<file path="config.mk">
export PLATFORM = sky130hd
export DESIGN_NAME = gpio_debounce
export DESIGN_NICKNAME = d
export VERILOG_FILES = /design/src/rtl/gpio_debounce.sv
export SDC_FILE = /design/constraint.sdc
export NUM_CORES = 1
export LEC_CHECK = 0
export CAP_MARGIN = 20
export CORE_MARGIN = 2
export CORE_UTILIZATION = 50
export CTS_BUF_LIST = sky130_fd_sc_hd__clkbuf_4 sky130_fd_sc_hd__clkbuf_8 sky130_fd_sc_hd__clkbuf_16
export DETAILED_ROUTE_END_ITERATION = 12
export PLACE_DENSITY = 0.7
export REMOVE_ABC_BUFFERS = 1
export SETUP_SLACK_MARGIN = 0.3
export SYNTH_ARGS = -nofsm -noshare
export SYNTH_HDL_FRONTEND = slang
export SYNTH_SLANG_ARGS = --single-unit
</file>
<file path="constraint.sdc">
create_clock -name clk -period 3.51 [get_ports clk]
set_input_delay 0.351 -clock clk [delete_from_list [all_inputs] [get_ports clk]]
set_output_delay 0.351 -clock clk [all_outputs]
set_load 0.005 [all_outputs]
</file>
<file path="src/rtl/gpio_debounce.sv">
// Two-flop synchroniser plus per-bit debounce for 8 GPIO input pins, with sticky
// edge flags and a bus-programmable threshold. GPIO_DEBOUNCE_IRQ_EN adds a mask register and irq.
module gpio_debounce #(
   parameter logic [31:0] ADDR           = 32'hffff_fff0,
   parameter int          CNT_W          = 16,
   parameter logic [15:0] DEFAULT_THRESH = 16'd1000
) (
   input  logic        clk,
   input  logic        resetn,
   input  logic        mem_valid,
   input  logic [31:0] mem_addr,
   input  logic [31:0] mem_wdata,
   input  logic [3:0]  mem_wstrb,
   output logic        dbnc_ready,
   output logic        dbnc_sel,
   output logic [31:0] dbnc_rdata,
   input  logic [7:0]  pin_raw,
   output logic [7:0]  pin_clean
`ifdef GPIO_DEBOUNCE_IRQ_EN
   ,
   output logic        irq
`endif
);

   localparam logic [31:0]      THRESH_RST_W = 32'(DEFAULT_THRESH);
   localparam logic [CNT_W-1:0] THRESH_RST   = THRESH_RST_W[CNT_W-1:0];

   logic [7:0]             s1_q, s2_q;
   logic [7:0]             clean_q, clean_d;
   logic [7:0][CNT_W-1:0]  cnt_q, cnt_d;
   logic [7:0]             rise_q, rise_d, fall_q, fall_d;
   logic [CNT_W-1:0]       thresh_q, thresh_d;
   logic                   hit_pin, hit_stat, hit_thr, wr_en;
   logic [7:0]             clr_rise, clr_fall;
   logic                   unused_bits;

`ifdef GPIO_DEBOUNCE_IRQ_EN
   logic [15:0]            mask_q, mask_d;
   logic                   hit_mask;
`endif

   assign dbnc_ready  = 1'b1;
   assign pin_clean   = clean_q;
   assign unused_bits = ^{mem_wdata[31:16], mem_wstrb[3:2]};

   always_comb begin
      hit_pin  = mem_valid && (mem_addr == ADDR);
      hit_stat = mem_valid && (mem_addr == ADDR + 32'd4);
      hit_thr  = mem_valid && (mem_addr == ADDR + 32'd8);
`ifdef GPIO_DEBOUNCE_IRQ_EN
      hit_mask = mem_valid && (mem_addr == ADDR + 32'd12);
      dbnc_sel = hit_pin || hit_stat || hit_thr || hit_mask;
`else
      dbnc_sel = hit_pin || hit_stat || hit_thr;
`endif
      wr_en    = dbnc_sel && (|mem_wstrb);
   end

   always_comb begin
      dbnc_rdata = '0;
      if (hit_pin)
         dbnc_rdata = {24'b0, clean_q};
      else if (hit_stat)
         dbnc_rdata = {16'b0, fall_q, rise_q};
      else if (hit_thr)
         dbnc_rdata[CNT_W-1:0] = thresh_q;
`ifdef GPIO_DEBOUNCE_IRQ_EN
      else if (hit_mask)
         dbnc_rdata[15:0] = mask_q;
`endif
   end

   // A bit flips only after thresh+1 consecutive mismatched samples, so cnt never passes thresh.
   always_comb begin
      clean_d = clean_q;
      cnt_d   = cnt_q;
      for (int i = 0; i < 8; i++) begin
         if (s2_q[i] == clean_q[i]) begin
            cnt_d[i] = '0;
         end else if (cnt_q[i] >= thresh_q) begin
            clean_d[i] = s2_q[i];
            cnt_d[i]   = '0;
         end else begin
            cnt_d[i] = cnt_q[i] + CNT_W'(1);
         end
      end
   end

   // Set has priority over a same-cycle write-1-to-clear so no edge is lost.
   always_comb begin
      clr_rise = (wr_en && hit_stat && mem_wstrb[0]) ? mem_wdata[7:0]  : 8'h00;
      clr_fall = (wr_en && hit_stat && mem_wstrb[1]) ? mem_wdata[15:8] : 8'h00;
      rise_d   = (rise_q & ~clr_rise) | (clean_d & ~clean_q);
      fall_d   = (fall_q & ~clr_fall) | (~clean_d & clean_q);
   end

   always_comb begin
      thresh_d = thresh_q;
      if (wr_en && hit_thr) begin
         for (int b = 0; b < CNT_W; b++) begin
            if (b < 8 && mem_wstrb[0])
               thresh_d[b] = mem_wdata[b];
            else if (b >= 8 && b < 16 && mem_wstrb[1])
               thresh_d[b] = mem_wdata[b];
         end
      end
   end

   always_ff @(posedge clk or negedge resetn) begin
      if (!resetn) begin
         s1_q     <= '0;
         s2_q     <= '0;
         clean_q  <= '0;
         cnt_q    <= '0;
         rise_q   <= '0;
         fall_q   <= '0;
         thresh_q <= THRESH_RST;
      end else begin
         s1_q     <= pin_raw;
         s2_q     <= s1_q;
         clean_q  <= clean_d;
         cnt_q    <= cnt_d;
         rise_q   <= rise_d;
         fall_q   <= fall_d;
         thresh_q <= thresh_d;
      end
   end

`ifdef GPIO_DEBOUNCE_IRQ_EN
   always_comb begin
      mask_d = mask_q;
      if (wr_en && hit_mask) begin
         if (mem_wstrb[0]) mask_d[7:0]  = mem_wdata[7:0];
         if (mem_wstrb[1]) mask_d[15:8] = mem_wdata[15:8];
      end
   end

   always_ff @(posedge clk or negedge resetn) begin
      if (!resetn)
         mask_q <= '0;
      else
         mask_q <= mask_d;
   end

   assign irq = |({fall_q, rise_q} & mask_q);
`endif

endmodule

</file>
; Word level (Yosys, flattened, before mapping)
; Cells that the tools add are included.
[totals]
word_cells = 102
inputBits = 79
output_inout_bits = 42
ff_bits = 184
[classes]
reduce_logical = 13
addsub = 8
magnitude_cmp = 8
mux = 37
bitwise_logic = 10
n_eq_ne = 11
[op_table]
columns = cell, n
row1 = 16-bit two-way mux, 19
row2 = 16-bit by 1-bit adder with 16-bit output (second input constant), 8
row3 = 16-bit >= comparator, 8
row4 = 32-bit equality test (second input constant), 3
row5 = 8-bit bitwise AND, 4
row6 = 8-bit NOT, 4
row7 = 1-bit two-way mux, 16
row8 = 8-bit two-way mux, 2
row9 = 8-bit OR, 2
row10 = 1-bit equality test, 8
row11 = 1-bit logical AND, 8
row12 = 2-bit AND reduction, 2
row13 = 4-bit OR reduction, 1
row14 = 1-bit logical OR, 2

; Longest topological paths before layout
; Gate-level depths: netlist of the first run.
[depth]
word_depth = 11
depth_mapped = 10

; Worst setup path before layout of the first run
; No wires, ideal clock.
[synth_path]
path_type = reg2reg
start = reg thresh_q[9]
end = reg cnt_q[38] (netlist bit)
stages_incl_launch_ff = 10
path_buffers = 2
slack_ns = 1.120
setup_ns = 0.121
t_arrival_ns = 2.268
t_required_ns = 3.389
path_cell_list = dfstp_2 -> inv_1 -> ha_1 -> nand4_1 -> or4_1 -> a31oi_1 -> or3b_1 -> clkbuf_1 -> buf_2 -> nor2_1
[synth_rtl]
columns = element, line_no
row1 = start: declaration, 32  ; logic [CNT_W-1:0] thresh_q, thresh_d;
row2 = start signal: assignment, 125  ; thresh_q <= thresh_d;
row3 = end signal: assignment, 122  ; cnt_q <= cnt_d;
row4 = end: declaration, 30  ; logic [7:0][CNT_W-1:0] cnt_q, cnt_d;

==> results of run 1 <==
==> cells in the mapped netlist (8+ instances only) <==
cell and n:
clkbuf_1 13, a21oi_1 64, buf_4 17, nand2b_1 21, nand3_1 51, o21ai_0 34, nand4_1 37, nand2_1 87
nor2_1 167, xnor2_1 36, dfrtp_1 178, mux2i_1 8, and3_1 33, inv_1 29, xor2_1 80, mux2_2 19
ha_1 136, and4_1 11, a22oi_1 8, o2bb2ai_1 16
==> per-stage QoR <==
stage               hold WS, ns  area, um2  instances
floorplan                0.0554      10900       1112
global placement          0.332      12300       1491
detailed placement        0.336      12300       1491
CTS                      0.0249      12900       1523
global route             0.0625      12900       1523
finish                 -0.00340      12900       1523
==> power breakdown <==
group	leakage, nW	total [mW]	switching (mW)	internal [mW]
Combinational	3.04	0.190	0.0932	0.0967
Clock	0.304	2.04	0.843	1.20
Sequential	2.41	2.15	0.0138	2.13
==> sequential cells by signal, summed over array words and instances (netlist names) <==
name / count
rise_q: 8
cnt_q: 128
thresh_q: 16
pin_clean: 8
fall_q: 8
s2_q: 8
s1_q: 8
==> cell type report <==
class	instances	area [um2]
clock buffers	22	482
clock inverters	10	141
fillers	1893	9000
inverters	29	109
multi-input cells	899	6220
flip-flops and latches	184	4610
well taps	280	350
repair buffers	99	972
==> final timing paths <==
path / endpoint / slack [ns] / depth (start not counted)
max: cnt_q[75] / 0.53 / 8
min: cnt_q[42] / -0.003 / 1
max reg2reg: cnt_q[75] / 0.53 / 8
min reg2reg: s2_q[0] / 0.35 / 0
max in group asynchronous: thresh_q[5] / 2.63 / 2
min in group clk: s1_q[4] / 0.35 / 1
==> layout by cell type (no fill, tap or decap), types with 11 or more instances in the layout <==
master / Yosys / routed
and3_1: 33 / 33
o21ai_0: 34 / 34
o2bb2ai_1: 16 / 16
mux2_2: 19 / 19
xnor2_1: 36 / 36
nand2_1: 87 / 87
ha_1: 136 / 136
nand4_1: 37 / 37
buf_4: 17 / 13
a21oi_1: 64 / 64
and4_1: 11 / 11
inv_1: 29 / 29
dfrtp_1: 178 / 178
clkdlybuf4s50_1: 0 / 84
nor2_1: 167 / 167
xor2_1: 80 / 80
conb_1: 2 / 17
nand3_1: 51 / 51
nand2b_1: 21 / 21
clkbuf_16: 0 / 17
==> cells by family after synthesis <==
family,share of synthesized area
compound gates,0.0838
flops,0.413
simple gates,0.198
fa+ha+maj,0.152
xor+xnor,0.0909
buf+inv,0.0356
other cells,0.000672
mux,0.0263
==> critical path: stages, from the launching register on <==
cell and delay [ns]:
dfstp_2 0.55, inv_1 0.33, ha_1 0.45, nand2_1 0.07, o21ai_0 0.13, or3b_2 0.45
a21oi_1 0.23, or3b_1 0.51, nor2_1 0.12
==> layer usage <==
| metal | GRT usage | vias up | part of all wire |
|---|---|---|---|
| met5 | 0 | - | 0 |
| met4 | 0.0760 | 0 | 0.021 |
| met3 | 0.0355 | 39 | 0.056 |
| met2 | 0.389 | 246 | 0.47 |
| met1 | 0.329 | 4144 | 0.46 |
| li1 | - | 4144 | - |
==> impl_metrics.json, run 1 <==
{
  "synth_cell_type_count": 46,
  "die_area_mm2": 0.0236,
  "synth_area_leaders": "dfrtp_1 (40%), ha_1 (15%), xor2_1 (6.3%), nor2_1 (5.6%), nand2_1 (2.9%)",
  "start_util": 0.511,
  "synth_seq_cells": 184,
  "holdWs_ns": -0.00340,
  "antenna_found_initial": 0,
  "setup_viol": 0,
  "async_flop_share": 1.00,
  "powerDensity_mw_per_mm2": 340,
  "max_cap_violations": 0,
  "clk_latency_ns": 0.44,
  "outcome": "finished with violations",
  "yosysSeqAreaShare": 0.413,
  "max_freq_ghz": 0.335,
  "cp.required_ns": 3.80,
  "ant_nets": 0,
  "place_ws_ns": 0.583,
  "avgSynthCellArea_um2": 9.82,
  "post_drt_wl_per_cell_um": 17.9,
  "finClkSkew_ns": 0.0109,
  "hpwl_mm": 19.2,
  "post_cts_resize_count": 0,
  "nets": 1445,
  "cts_hold_buf": 0,
  "htree_levels": 4,
  "drt_iter0_drc": 428,
  "synth_top_area_share": 0.398,
  "worstMarginPinSlew_ns": 0.797,
  "fin_crit_sh": 0.849,
  "cts.sinks": 184,
  "synth-edff-count": 0,
  "drive_above_1_share": 0.0756,
  "drcViolationCount": 0,
  "dr.pass1.iters": 5,
  "crit-reg2reg-launch": "thresh_q[7]",
  "antenna_cells": 0,
  "worstSetupPathType": "reg -> reg",
  "fin_tns_setup_ns": 0,
  "endpoint_kind": "flip-flop",
  "die_h_um": 154,
  "pin_count": 121,
  "grt_pass1_vias": 8522,
  "cts_setup_buffers": 0,
  "cts_tree": "built",
  "setup_ws_ns": 0.529,
  "grt.total_usage": 0.238,
  "cts-root-buf": "clkbuf_16",
  "cts_made_buffers": 17,
  "vias_per_cell": 5.63,
  "finalHoldViolCount": 4,
  "portBuffers": 85,
  "gp_congestion": 0.837,
  "clkTransAtPathRegs_ns": 0.07,
  "cp_max_fo": 15,
  "vdd_drop_max_mv": 0.280,
  "start_kind": "flip-flop",
  "p_total_mw": 4.38,
  "post-synth-top-area-cell": "dfrtp_1",
  "utilization": 0.589,
  "cp.arrival_ns": 3.27,
  "vias": 8573,
  "synth-main-ff-cell": "dfrtp_1",
  "startpoint": "thresh_q[7]",
  "drt-total-wl_mm": 27.2,
  "hold_class": "in -> async",
  "relSlewSlack": 0.469,
  "die_w_um": 154,
  "failed_checks": "negative hold slack",
  "row_count": 54,
  "rsz0062_at_grt": "false",
  "netlist_area_mm2": 0.0112,
  "cts_buffer_depth": 2,
  "leakage_nw": 5.75,
  "synth_cells": 1138,
  "grt_max_degree": 97,
  "min_period_ns": 2.98,
  "grt_pass1_wl_mm": 44.2,
  "grt_remaining_overflow": 0,
  "yosys_warnings": 0,
  "area_growth_pct": 15.3,
  "slew_viol_final": 0,
  "core_mm2": 0.0219
}
Note: power is estimated with default switching activity, not from simulation.
==> inputs of run 2 (changes only) <==
Settings changed: PLACE_DENSITY 0.7 to 0.73.
Clock period 3.51 ns to 2.4 ns, I/O delays scaled along.
==> impl_metrics.json, run 2 (synthesis gave the netlist of run 1 again) <==
{
  "drt_iter0_drc": 686,
  "place_ws_ns": -0.180,
  "drt-total-wl_mm": 35.9,
  "drcViolationCount": 0,
  "htree_levels": 4,
  "grt.total_usage": 0.274,
  "fin_tns_setup_ns": -15.03,
  "relSlewSlack": 0.436,
  "cp_max_fo": 8,
  "top_regs": "cnt_q: 128 flops, thresh_q: 16 flops",
  "hold_class": "in -> reg",
  "clkTransAtPathRegs_ns": 0.08,
  "grt_pass1_vias": 9890,
  "failed_checks": "negative setup slack",
  "cts_tree": "built",
  "finClkSkew_ns": 0.0113,
  "nets": 1570,
  "final_cell_mix": "dfrtp_1 (178), ha_1 (106), nor2_4 (88), xor2_1 (80), buf_4 (76)",
  "setup_ws_ns": -0.174,
  "die_area_mm2": 0.0236,
  "vias_per_cell": 6.04,
  "min_period_ns": 2.57,
  "grt_remaining_overflow": 0,
  "clk_latency_ns": 0.45,
  "max_cap_violations": 0,
  "drive_above_1_share": 0.354,
  "finalHoldViolCount": 0,
  "outcome": "finished with violations",
  "vias": 9947,
  "leakage_nw": 6.82,
  "post_drt_wl_per_cell_um": 21.8,
  "endpoint_kind": "flip-flop",
  "start_util": 0.511,
  "path_cells": "clkinvlp_4 > buf_6 > buf_6 > ha_4 > a21oi_4 > o21ai_2 > nand2b_1 > a21oi_4 > or3b_4 > buf_12 > nor2_4",
  "setup_viol": 139,
  "cp.arrival_ns": 2.96,
  "die_w_um": 154,
  "cts.sinks": 184,
  "grt_pass1_wl_mm": 51.2,
  "place_inst": 1578,
  "largest_register_ffs": 128,
  "layout_commonest_cell": "dfrtp_1",
  "stdcell_count": 1648,
  "fin_crit_sh": 1.07,
  "pin_count": 121,
  "powerDensity_mw_per_mm2": 400,
  "row_count": 54,
  "cts_made_buffers": 17,
  "cpPeakStageDelay_ns": 0.57,
  "hpwl_mm": 21.4,
  "antenna_cells": 0,
  "cts-root-buf": "clkbuf_16",
  "core_mm2": 0.0219,
  "die_h_um": 154,
  "path_delay_family": "buffers and inverters",
  "area_growth_pct": 42.8,
  "dr.pass1.iters": 5,
  "vdd_drop_max_mv": 0.485,
  "slew_viol_final": 0,
  "max_freq_ghz": 0.389,
  "largest-register": "cnt_q",
  "cp.required_ns": 2.78,
  "rsz0062_at_grt": "true",
  "portBuffers": 85,
  "worstSetupPathType": "reg -> reg",
  "start_kind": "flip-flop",
  "ant_nets": 0,
  "antenna_found_initial": 0,
  "worstMarginPinSlew_ns": 0.837,
  "gp_congestion": 0.901,
  "grt_max_degree": 74,
  "cts_buffer_depth": 2,
  "fillCellCount": 1369,
  "crit_buf_inv": 4,
  "crit_slowest_cell": "dfstp_2"
}
==> run 2: cell types whose count changed in the layout (fill, tap and decap cells not counted), moves of 23 or more <==
cell,delta
nor2_1,-124
nor2_4,+88
buf_4,+63
buf_6,+38
nor2_2,+36
ha_1,-30
ha_4,+29
a21oi_1,-25
clkdlybuf4s50_1,-23
==> run 2: layout make-up <==
| type | count | area, um2 | share of cell area |
|---|---|---|---|
| Timing Repair Buffer | 224 | 2250 | 0.141 |
| Clock inverter | 13 | 148 | 0.00925 |
| Multi-Input combinational cell | 899 | 8030 | 0.503 |
| Clock buffer | 19 | 447 | 0.0280 |
| Tap cell | 280 | 350 | 0.0219 |
| Inverter | 29 | 128 | 0.00799 |
| Sequential cell | 184 | 4610 | 0.289 |
==> run 2: routing by layer <==
metal | part of all wire | GRT usage
met5 | 0 | 0
met4 | 0.051 | 0.125
met3 | 0.063 | 0.0513
met2 | 0.50 | 0.462
met1 | 0.39 | 0.344
==> run 2: report_power, final <==
group          total [mW]  internal, mW  switching (mW)
logic               0.326         0.156           0.170
clock network        2.91          1.59            1.33
registers            3.14          3.12          0.0196
total                6.38          4.86            1.52
==> run 2: path summary, 6_finish.rpt <==
check / end / startpoint / cells past startpoint / slack, ns
max in group asynchronous: rise_q[2] / resetn / 3 / 1.26
max: cnt_q[55] / thresh_q[5] / 11 / -0.17
min reg2reg: s2_q[2] / s1_q[2] / 0 / 0.34
min: s1_q[4] / pin_raw[4] / 1 / 0.22
min in group asynchronous: cnt_q[26] / resetn / 2 / 0.34
max reg2reg: cnt_q[55] / thresh_q[5] / 11 / -0.17
==> run 2: through the flow <==
| step | hold WS [ns] | power, mW | util | cell area [um2] |
|---|---|---|---|---|
| final | 0.218 | 6.38 | 0.729 | 16000 |
| after global routing | 0.223 | 6.55 | 0.729 | 16000 |
| after global placement | 0.302 | 3.50 | 0.595 | 13000 |
| after detailed placement | 0.307 | 3.50 | 0.595 | 13000 |
| after floorplan | -0.0556 | 3.25 | - | 10900 |
| after CTS | 0.221 | 6.35 | 0.678 | 14800 |
==> run 2: repair_timing <==
action	CTS	global route
hold endpoints to repair	64	0
resized for setup	269	263
endpoints found under the setup margin	169	175
pin swaps	121	101
buffers inserted	19	11
cloned	5	2
hold buffers	1	0
